$ cat src/rtl/dm_port_arbiter.sv
// dm_port_arbiter: fixed-priority share of the single-port data memory between core and host port.
// Latency: grant is combinational, writes land at the grant edge, read data returns 1 cycle after grant.
// Backpressure: core_gnt/host_ready drop when the other side wins; returns never stall; host gets a forced grant after STARVE_MAX losses.
//
// Ports:
//   clk, reset                 clock and synchronous active-low reset
//   core_req/we/addr/wdata     core request; core_gnt accepts it (combinational)
//   core_rvalid/core_rdata     core read return, one cycle after the read grant
//   host_valid/we/addr/wdata   host request; host_ready accepts it (combinational)
//   host_rvalid/host_rdata     host read return, one cycle after the read grant
//   mem_en/we/addr/wdata/rdata single-port synchronous memory interface
//   busy                       any request pending or read outstanding
// Optional build macro DM_ARB_PERF_CNT_EN adds core_gnt_cnt, host_gnt_cnt and conflict_cnt.
module dm_port_arbiter #(
    parameter int AW         = 8,
    parameter int DW         = 8,
    parameter int STARVE_MAX = 4
) (
    input  logic          clk,
    input  logic          reset,
    input  logic          core_req,
    input  logic          core_we,
    input  logic [AW-1:0] core_addr,
    input  logic [DW-1:0] core_wdata,
    output logic          core_gnt,
    output logic          core_rvalid,
    output logic [DW-1:0] core_rdata,
    input  logic          host_valid,
    input  logic          host_we,
    input  logic [AW-1:0] host_addr,
    input  logic [DW-1:0] host_wdata,
    output logic          host_ready,
    output logic          host_rvalid,
    output logic [DW-1:0] host_rdata,
    output logic          mem_en,
    output logic          mem_we,
    output logic [AW-1:0] mem_addr,
    output logic [DW-1:0] mem_wdata,
    input  logic [DW-1:0] mem_rdata,
`ifdef DM_ARB_PERF_CNT_EN
    output logic [15:0]   core_gnt_cnt,
    output logic [15:0]   host_gnt_cnt,
    output logic [15:0]   conflict_cnt,
`endif
    output logic          busy
);

    typedef enum logic [1:0] {
        RD_NONE = 2'd0,
        RD_CORE = 2'd1,
        RD_HOST = 2'd2
    } rd_owner_t;

    localparam logic [3:0] STARVE_LIM = 4'(STARVE_MAX);

    rd_owner_t     rd_owner;
    rd_owner_t     rd_owner_nxt;
    logic [3:0]    starve_cnt;
    logic          force_host;
    logic          core_sel;
    logic          host_sel;
    logic [DW-1:0] core_rdata_q;
    logic [DW-1:0] host_rdata_q;

    // Grant selection; everything is suppressed while reset is asserted.
    always_comb begin
        force_host = host_valid && (starve_cnt == STARVE_LIM);
        core_sel   = 1'b0;
        host_sel   = 1'b0;
        if (reset) begin
            if (force_host) begin
                host_sel = 1'b1;
            end else if (core_req) begin
                core_sel = 1'b1;
            end else if (host_valid) begin
                host_sel = 1'b1;
            end
        end
    end

    assign core_gnt   = core_sel;
    assign host_ready = host_sel;

    always_comb begin
        mem_en    = core_sel || host_sel;
        mem_we    = 1'b0;
        mem_addr  = '0;
        mem_wdata = '0;
        if (core_sel) begin
            mem_we    = core_we;
            mem_addr  = core_addr;
            mem_wdata = core_wdata;
        end else if (host_sel) begin
            mem_we    = host_we;
            mem_addr  = host_addr;
            mem_wdata = host_wdata;
        end
    end

    // Host loses a cycle whenever it is valid but the core holds the grant.
    always_ff @(posedge clk) begin
        if (!reset) begin
            starve_cnt <= '0;
        end else if (host_sel) begin
            starve_cnt <= '0;
        end else if (host_valid && core_sel && (starve_cnt != STARVE_LIM)) begin
            starve_cnt <= starve_cnt + 4'd1;
        end
    end

    // Read-owner tracking: one state per in-flight read, reloaded every edge so
    // back-to-back reads pipeline without bubbles.
    always_ff @(posedge clk) begin
        if (!reset) begin
            rd_owner <= RD_NONE;
        end else begin
            rd_owner <= rd_owner_nxt;
        end
    end

    always_comb begin
        rd_owner_nxt = RD_NONE;
        if (core_sel && !core_we) begin
            rd_owner_nxt = RD_CORE;
        end else if (host_sel && !host_we) begin
            rd_owner_nxt = RD_HOST;
        end
    end

    // mem_rdata is valid in the cycle rd_owner names the reader; the holding
    // registers keep each side's last returned word when it is not selected.
    always_ff @(posedge clk) begin
        if (!reset) begin
            core_rdata_q <= '0;
            host_rdata_q <= '0;
        end else begin
            if (rd_owner == RD_CORE) begin
                core_rdata_q <= mem_rdata;
            end
            if (rd_owner == RD_HOST) begin
                host_rdata_q <= mem_rdata;
            end
        end
    end

    // Qualifying with reset drops a return whose read was granted just before
    // reset was asserted.
    assign core_rvalid = reset && (rd_owner == RD_CORE);
    assign host_rvalid = reset && (rd_owner == RD_HOST);
    assign core_rdata  = core_rvalid ? mem_rdata : core_rdata_q;
    assign host_rdata  = host_rvalid ? mem_rdata : host_rdata_q;

    assign busy = core_req || host_valid || (rd_owner != RD_NONE);

`ifdef DM_ARB_PERF_CNT_EN
    always_ff @(posedge clk) begin
        if (!reset) begin
            core_gnt_cnt <= '0;
            host_gnt_cnt <= '0;
            conflict_cnt <= '0;
        end else begin
            if (core_sel && (core_gnt_cnt != 16'hFFFF)) begin
                core_gnt_cnt <= core_gnt_cnt + 16'd1;
            end
            if (host_sel && (host_gnt_cnt != 16'hFFFF)) begin
                host_gnt_cnt <= host_gnt_cnt + 16'd1;
            end
            if (core_req && host_valid && (conflict_cnt != 16'hFFFF)) begin
                conflict_cnt <= conflict_cnt + 16'd1;
            end
        end
    end
`endif

endmodule

$ cat config.mk
export PLATFORM = sky130hd
export DESIGN_NAME = dm_port_arbiter
export DESIGN_NICKNAME = d
export VERILOG_FILES = /design/src/rtl/dm_port_arbiter.sv
export SDC_FILE = /design/constraint.sdc
export NUM_CORES = 1
export LEC_CHECK = 0
export ABC_AREA = 1
export CAP_MARGIN = 20
export CORE_MARGIN = 5
export CORE_UTILIZATION = 36
export DETAILED_ROUTE_END_ITERATION = 6
export PLACE_DENSITY_LB_ADDON = 0.15
export RECOVER_POWER = 50
export SETUP_SLACK_MARGIN = 0.2
export SKIP_LAST_GASP = 1
export SLEW_MARGIN = 20
export SYNTH_ARGS = -nofsm -noshare
export SYNTH_HDL_FRONTEND = slang
export SYNTH_SLANG_ARGS = --single-unit
$ cat constraint.sdc
create_clock -name clk -period 1.8 [get_ports clk]
set_input_delay 0.36 -clock clk [delete_from_list [all_inputs] [get_ports clk]]
set_output_delay 0.36 -clock clk [all_outputs]
set_load 0.005 [all_outputs]
Yosys cells after proc, flatten, opt, wreduce, memory -nomap -nowiden:

Cells that the tools add are included.

* add/subtract/negate cells: 1
* eq/ne operators: 4
* multiplexer cells: 17
* bitwise operators: 1
* reductions and logical operators: 15

Operator list (number)
* $mux 8: 6
* $mux 1: 10
* $logic_and 1x1->1: 7
* $add 4x1->4 const B: 1
* $eq 4x3->1 const B: 1
* $ne 4x3->1 const B: 1
* $reduce_or 2->1: 2
* $logic_or 1x1->1: 3
* $eq 2x1->1 const B: 1
* $eq 2x2->1 const B: 1
* $logic_not 1->1: 2
* $mux 2: 1
* $reduce_bool 2->1: 1
* $not 1->1: 1

* bits in registers: 22
* input port bits: 46
* output and inout port bits: 39
* logic and storage cells: 43

Logic depth before layout (Yosys ltp):

Gate-level depths: netlist of run 1.

* depth in word-level cells: 7
* mapped depth: 8
* gate-level depth less buffers: 7

Worst setup path before layout of run 1:

OpenSTA, ideal clock, no wires.

* kind: register to output
* start: register starve_cnt[0]
* end: output port mem_addr[2]
* arrival time: 1.224 ns
* required time: 1.440 ns
* slack: 0.216 ns
* cell stages (with the launch flop): 9
* path buffers: 1
* cells stage by stage: dfxtp_1 > inv_1 > ha_1 > nand4_1 > nand2_1 > inv_2 > buf_2 > nand2_1 > nand2_1

* elaborated cells on any way between the ends: 8
* classes of those cells: eq/ne: 1; mux: 6; reduce/logical: 1

RTL lines
* from (decl): RTL line 58 `logic [3:0] starve_cnt;`
* from (signal assigned): RTL line 107 `starve_cnt <= starve_cnt + 4'd1;`
* $eq 4x3->1: RTL line 67 `force_host = host_valid && (starve_cnt == STARVE_LIM);`
* $logic_and 1x1->1: RTL line 67
* $mux 1: RTL line 71 `if (force_host) begin`
* $mux 1: RTL line 70 `if (reset) begin`
* net core_gnt: RTL line 25 `output logic core_gnt,`
* $mux 8: RTL line 89 `if (core_sel) begin`
* to (decl): RTL line 37 `output logic [AW-1:0] mem_addr,`

The timed path passes the listed nets, and every way through them passes these cells.

Final worst setup path of run 1:

* start: register starve_cnt[0]
* end: output port mem_addr[3]

* longest elaborated chain between the ends: 6
* elaborated cells on any way between the ends: 8
* classes of those cells: eq/ne: 1; mux: 6; reduce/logical: 1

Ends and longest elaborated chain
* $eq 4x3->1 (*): RTL line 67
* $logic_and 1x1->1 (*): RTL line 67
* $mux 1: RTL line 71
* $mux 1: RTL line 70
* $mux 8: RTL line 93 `end else if (host_sel) begin`
* $mux 8 (*): RTL line 89

Every way passes the cells marked *; elsewhere a longest branch is shown, timed or not.

==> results.sh, run 1 <==
export IMPL_status="complete, but fails checks"
export IMPL_violations="negative setup slack"
export IMPL_placed_cells=350
export IMPL_synth_area_per_cell_sq_um=6.73
export IMPL_crit_fanout=5
export IMPL_final_nets=410
export IMPL_synth_cells=198
export IMPL_required_ns=1.44
export IMPL_r2r_start="rd_owner[0]$_SDFF_PN0_"
export IMPL_hold_path_startpoint="core_rdata_q[2]$_SDFFE_PN0N_"
export IMPL_area_delta_synth_final_pct=136
export IMPL_mostFrequentLayoutCells="44 x buf_4, 42 x clkdlybuf4s50_1, 35 x buf_2"
export IMPL_period_needed_ns=2.03
export IMPL_arrival_ns=1.67
export IMPL_synth_top_area_cell="dfxtp_1"
export IMPL_tns_ns=-5.47
export IMPL_hold_path_cell_count=2
export IMPL_synth_cell_types=23
export IMPL_worst_pin_slew_ns=0.398
export IMPL_wire_per_inst_um=18.0
export IMPL_ys_ff_latch=22
export IMPL_cts_tree="built"
export IMPL_insertion_delay_ns=0.27
export IMPL_final_cells=409
export IMPL_antenna_found_initial=0
export IMPL_final_common_cell="buf_4"
export IMPL_holdPathEnd="core_rdata_q[2]$_SDFFE_PN0N_"
export IMPL_grtUsageMet3_pct=7.10
export IMPL_yosys_warnings=0
export IMPL_initial_utilization_pct=36.7
export IMPL_synth_edff_count=0
export IMPL_r2r_end="host_rdata_q[7]$_SDFFE_PN0N_"
export IMPL_async_flop_share_pct=0
export IMPL_num_vias=2126
export IMPL_whs_ns=0.486
export IMPL_met2_usage_pct=43.9
export IMPL_skew_ns=0.00636
export IMPL_critPathKind="flip-flop to output pin"
export IMPL_holdBufCountCts=0
export IMPL_setup_worst_path_start_class="flip-flop"
export IMPL_grt_pass1_vias=2073
export IMPL_post_route_period_util_pct=113
export IMPL_cts_root_buf="clkbuf_8"
export IMPL_cts_sinks=22
export IMPL_clk_pin_slew_ns=0.09
export IMPL_syn_num_nets=246
export IMPL_ctsHtreeMaxLevel=1
export IMPL_syn_area_sq_um=1330
export IMPL_yosys_top_cells_area="dfxtp_1 33%, nand2_1 18%, nand4_1 8.9%"
export IMPL_die_w_um=70.8
export IMPL_grt_start_max_net_pins=21
export IMPL_crit_path_end_kind="output pin"
export IMPL_rsz0062_at_grt="true"
export IMPL_drv_cap=0
export IMPL_power_density_nw_per_um2=451
export IMPL_place_hpwl_mm=3.44
export IMPL_gp_congestion=0.767
export IMPL_cts_buffer_depth=2
export IMPL_grtUsageMet1_pct=23.5
export IMPL_busiest_layer="met2"
export IMPL_fin_ws_ns=-0.230
export IMPL_drt_first_iter_violations=128
export IMPL_viasPerCell=5.20
export IMPL_cts_buffers=3
export IMPL_fp_dieArea_sq_um=5020
export IMPL_grt_ovfl_total=0
export IMPL_p_leak_nw=1.57
export IMPL_yosysSeqAreaShare_pct=33.1
export IMPL_hold_path_class="flip-flop to flip-flop"
export IMPL_ir_worst_vdd_mv=0.260
export IMPL_die_y_um=70.8
export IMPL_fmax_ghz=0.493
export IMPL_r2r_slack_ns=0.20
export IMPL_core_area_sq_um=3630
export IMPL_grtUsageTotal_pct=23.0
export IMPL_io_pin_count=85
export IMPL_port_buffers=84
export IMPL_setup_viol=36
export IMPL_relSlewSlack_pct=73.4
export IMPL_num_rows=22
export IMPL_routed_wl_mm=7.37
export IMPL_drt_first_pass_iters=4
export IMPL_worst_r2r_path_depth=10
export IMPL_yosysTopAreaCellShare_pct=33.1
export IMPL_grt_first_pass_wirelength_mm=9.38
export IMPL_drive_above_1_share_pct=52.4
export IMPL_slew_viol_final=0
export IMPL_final_hold_viol_count=0
export IMPL_drc_errors=0
export IMPL_antenna_left=0
export IMPL_n_antenna_cell=0
export IMPL_synth_ff_type="dfxtp_1"
-- flip-flops by register name, summed over array words and instances, names as in the netlist --
| signal | count |
|---|---|
| rd_owner | 2 |
| starve_cnt | 4 |
| core_rdata_q | 8 |
| host_rdata_q | 8 |
-- report_power, final --
part / switching (mW) / internal, mW / total, mW
registers: 0.00683 / 0.497 / 0.504
logic: 0.191 / 0.241 / 0.432
clock network: 0.184 / 0.298 / 0.482
total: 0.382 / 1.04 / 1.42
-- cells in the mapped netlist, types with 2 or more instances --
master / instances
a21oi_1: 3
buf_1: 2
buf_2: 3
buf_6: 2
dfxtp_1: 22
ha_1: 2
inv_1: 26
inv_2: 3
nand2_1: 63
nand2_2: 2
nand3_1: 7
nand4_1: 19
nor2_1: 5
nor2_2: 2
nor3_4: 2
o21ai_0: 14
o31ai_1: 15
-- area by class of cell --
| class | count | area [sq um] |
|---|---|---|
| Clock buffer | 3 | 41.3 |
| Clock inverter | 1 | 30.0 |
| Fill cell | 203 | 488 |
| Inverter | 29 | 119 |
| Multi-Input combinational cell | 138 | 932 |
| Sequential cell | 22 | 450 |
| Tap cell | 48 | 60.1 |
| Timing Repair Buffer | 165 | 1490 |
| Timing Repair inverter | 3 | 21.3 |
-- metal layers --
metal  share of wire [%]  vias to the layer above
met5                   0                        -
met4                 3.6                        0
met3                 9.2                       27
met2                  53                      114
met1                  35                      998
li1                    -                      987
-- what timing repair did --
action,in CTS,in global routing
resized for setup,236,48
cloned,5,0
setup endpoints to repair,39,38
setup buffers,39,11
pin swaps,23,6
-- worst max-delay path: stages, from the launching register on --
cell and delay (ns):
dfxtp_2 0.34, inv_2 0.07, ha_4 0.12, nand4_1 0.16, nand2_4 0.19, clkinvlp_4 0.16, buf_6 0.14, nand2_2 0.04
nand2_1 0.04, buf_2 0.12
-- logic make-up (layout without fill, tap and decap cells) --
kind of cell / Yosys count / count (layout) / share of synthesized area [%]
and+or+nand+nor: 101 / 101 / 35.9
AOI/OAI and AO/OA: 35 / 35 / 16.8
adders and majority gates: 2 / 2 / 1.88
DFF: 22 / 22 / 33.1
buffers and inverters: 38 / 201 / 12.4
-- worst max path at each step --
| stage | start | endpoint | slack (ns) | cells past startpoint |
|---|---|---|---|---|
| 2_1_floorplan | starve_cnt[0]$_SDFFE_PP0P_ | mem_addr[2] | 0.22 | 8 |
| 3_3_place_gp | reset | mem_wdata[4] | -0.60 | 8 |
| 3_5_place_dp | reset | host_rdata[7] | -0.63 | 7 |
| 4_1_cts | starve_cnt[1]$_SDFFE_PP0P_ | mem_wdata[1] | -0.23 | 9 |
| 5_1_grt | starve_cnt[0]$_SDFFE_PP0P_ | mem_wdata[0] | -0.29 | 9 |
| 6_report | starve_cnt[0]$_SDFFE_PP0P_ | mem_addr[3] | -0.23 | 9 |
-- per-stage QoR --
stage               total power [mW]  utilization [%]  cell area, sq um  setup slack, ns
finish                          1.42             86.6              3150           -0.230
CTS                             1.35             80.2              2920           -0.228
global placement               0.851             66.9              2430           -0.600
detailed placement             0.852             66.9              2430           -0.629
global route                    1.46             86.6              3150           -0.290
floorplan                      0.614                -              1330            0.216
No activity file was read; power rests on OpenSTA's default activity.
==> run 2: changes to the inputs <==
--- a/config.mk
+++ b/config.mk
@@ -10,6 +10,7 @@
 export CORE_MARGIN = 5
 export CORE_UTILIZATION = 36
 export DETAILED_ROUTE_END_ITERATION = 6
+export HOLD_SLACK_MARGIN = 0.1
 export PLACE_DENSITY_LB_ADDON = 0.15
 export RECOVER_POWER = 50
 export SETUP_SLACK_MARGIN = 0.2
==> results of run 2 <==
The final DEF is identical to that of run 1; final timing and power are the same.
==> run 3: changes to the inputs <==
--- a/config.mk
+++ b/config.mk
@@ -13,7 +13,6 @@
 export HOLD_SLACK_MARGIN = 0.1
 export PLACE_DENSITY_LB_ADDON = 0.15
 export RECOVER_POWER = 50
-export SETUP_SLACK_MARGIN = 0.2
 export SKIP_LAST_GASP = 1
 export SLEW_MARGIN = 20
 export SYNTH_ARGS = -nofsm -noshare
==> results.sh, run 3 (synthesized netlist as in run 1, its figures left out) <==
export IMPL_cts_buffer_depth=2
export IMPL_p_leak_nw=1.39
export IMPL_grt_ovfl_total=0
export IMPL_reg_top3="core_rdata_q x8, host_rdata_q x8, starve_cnt x4"
export IMPL_cp_slowest_cell="dfxtp_2"
export IMPL_critPathKind="flip-flop to output pin"
export IMPL_grt_pass1_vias=2022
export IMPL_final_cells=389
export IMPL_rsz0062_at_grt="true"
export IMPL_mostFrequentLayoutCells="42 x clkdlybuf4s50_1, 36 x buf_4, 34 x nand2_1"
export IMPL_wire_per_inst_um=15.7
export IMPL_fillers=262
export IMPL_fin_ws_ns=-0.205
export IMPL_routed_wl_mm=6.09
export IMPL_crit_end="mem_wdata[5]"
export IMPL_cts_tree="built"
export IMPL_setup_worst_path_start_class="flip-flop"
export IMPL_post_route_period_util_pct=111
export IMPL_core_area_sq_um=3630
export IMPL_die_w_um=70.8
export IMPL_viasPerCell=5.12
export IMPL_final_hold_viol_count=0
export IMPL_r2r_start="rd_owner[0]$_SDFF_PN0_"
export IMPL_fp_dieArea_sq_um=5020
export IMPL_antenna_left=0
export IMPL_power_density_nw_per_um2=476
export IMPL_drc_errors=0
export IMPL_holdBufCountCts=0
export IMPL_violations="negative setup slack"
export IMPL_period_needed_ns=2.00
export IMPL_grtUsageTotal_pct=21.4
export IMPL_insertion_delay_ns=0.26
export IMPL_crit_fanout=5
export IMPL_fmax_ghz=0.499
export IMPL_grt_start_max_net_pins=21
export IMPL_required_ns=1.44
export IMPL_die_y_um=70.8
export IMPL_initial_utilization_pct=36.7
export IMPL_status="complete, but fails checks"
export IMPL_setup_viol=22
export IMPL_dp_slack_ns=-0.629
export IMPL_slowest_delay_ns=0.33
export IMPL_total_power_mw=1.36
export IMPL_place_hpwl_mm=3.44
export IMPL_cts_sinks=22
export IMPL_hold_path_class="flip-flop to flip-flop"
export IMPL_drive_above_1_share_pct=47.8
export IMPL_n_antenna_cell=0
export IMPL_worst_r2r_path_depth=8
export IMPL_area_delta_synth_final_pct=115
export IMPL_final_nets=390
export IMPL_num_rows=22
export IMPL_placed_cells=350
export IMPL_port_buffers=84
export IMPL_final_common_cell="clkdlybuf4s50_1"
export IMPL_relSlewSlack_pct=73.5
export IMPL_r2r_end="host_rdata_q[6]$_SDFFE_PN0N_"
export IMPL_worst_pin_slew_ns=0.397
export IMPL_crit_path_end_kind="output pin"
export IMPL_worstPathCellList="inv_2 > ha_4 > nand4_1 > nand2_4 > buf_4 > inv_4 > buf_6 > nand2_2 > nand2_1 > buf_2"
export IMPL_path_buf_inv=5
export IMPL_startpoint="starve_cnt[0]$_SDFFE_PP0P_"
export IMPL_drt_first_iter_violations=93
export IMPL_drt_first_pass_iters=4
export IMPL_num_vias=1993
export IMPL_arrival_ns=1.64
export IMPL_slew_viol_final=0
export IMPL_clk_pin_slew_ns=0.08
export IMPL_path_depth=10
export IMPL_antenna_found_initial=0
export IMPL_ctsHtreeMaxLevel=1
export IMPL_io_pin_count=85
export IMPL_grt_first_pass_wirelength_mm=8.82
export IMPL_cts_root_buf="clkbuf_8"
export IMPL_cts_buffers=3
export IMPL_r2r_slack_ns=0.45
export IMPL_gp_congestion=0.767
export IMPL_drv_cap=0
export IMPL_skew_ns=0.00663
export IMPL_cp_top_family="buffers and inverters"
export IMPL_ir_worst_vdd_mv=0.383
## run 3: cell types whose count changed in the layout (fill, tap and decap cells not counted), moves of 2 or more
cell and change:
buf_12 -2, buf_16 -2, buf_2 -3, buf_4 -8
buf_6 -12, dlygate4sd2_1 +4, nand2_2 +8, nand2_4 -8
o21ai_1 +2, o21ai_2 -2
## run 3: where the power goes
| part | leakage (nW) | internal [mW] | switching (mW) | total (mW) |
|---|---|---|---|---|
| registers | 0.181 | 0.497 | 0.00607 | 0.503 |
| logic | 1.18 | 0.224 | 0.172 | 0.396 |
| clock network | 0.0357 | 0.297 | 0.167 | 0.464 |
## run 3: worst min-delay path, stage by stage, from the launching register on
cell	delay (ns)
dfxtp_1	0.30
inv_1	0.06
o31ai_1	0.07
## run 3: repair_timing
item	4_1_cts	5_1_grt
pin swaps	19	11
resized for setup	192	59
endpoints found under the setup margin	39	36
setup buffers	27	7
gates cloned	4	1
## run 3: metal layers
metal | part of all wire [%] | track usage (%) | routed length (um)
met5 | 0 | 0 | 0
met4 | 1.6 | 7.52 | 97
met3 | 9.8 | 6.96 | 600
met2 | 53 | 40.9 | 3230
met1 | 36 | 21.5 | 2170
## run 3: area by class of cell
cell class	instances	area [sq um]	share of cell area (%)
repair buffers	145	1270	44.2
multi-input cells	138	877	30.6
flip-flops and latches	22	450	15.7
inverters	29	119	4.15
well taps	48	60.1	2.10
clock buffers	3	41.3	1.44
clock inverters	1	30.0	1.05
repair inverters	3	21.3	0.742
## run 3: how the worst min path moves through the flow
stage / start / endpoint / slack, ns / depth (start not counted)
6_report: host_rdata_q[0]$_SDFFE_PN0N_ / host_rdata_q[0]$_SDFFE_PN0N_ / 0.48 / 2
5_1_grt: host_rdata_q[1]$_SDFFE_PN0N_ / host_rdata_q[1]$_SDFFE_PN0N_ / 0.50 / 2
4_1_cts: core_rdata_q[2]$_SDFFE_PN0N_ / core_rdata_q[2]$_SDFFE_PN0N_ / 0.48 / 2
3_5_place_dp: host_rdata_q[5]$_SDFFE_PN0N_ / host_rdata_q[5]$_SDFFE_PN0N_ / 0.46 / 2
3_3_place_gp: host_rdata_q[2]$_SDFFE_PN0N_ / host_rdata_q[2]$_SDFFE_PN0N_ / 0.45 / 2
2_1_floorplan: core_we / rd_owner[0]$_SDFF_PN0_ / 0.43 / 1
## run 3: stage by stage
step / setup TNS, ns / area [sq um] / hold WS (ns) / util (%)
finish: -3.18 / 2870 / 0.480 / 78.9
global route: -5.13 / 2870 / 0.497 / 78.9
CTS: -3.55 / 2730 / 0.476 / 75.1
detailed placement: -21.57 / 2430 / 0.459 / 66.9
global placement: -21.29 / 2430 / 0.454 / 66.9
floorplan: 0 / 1330 / 0.432 / -
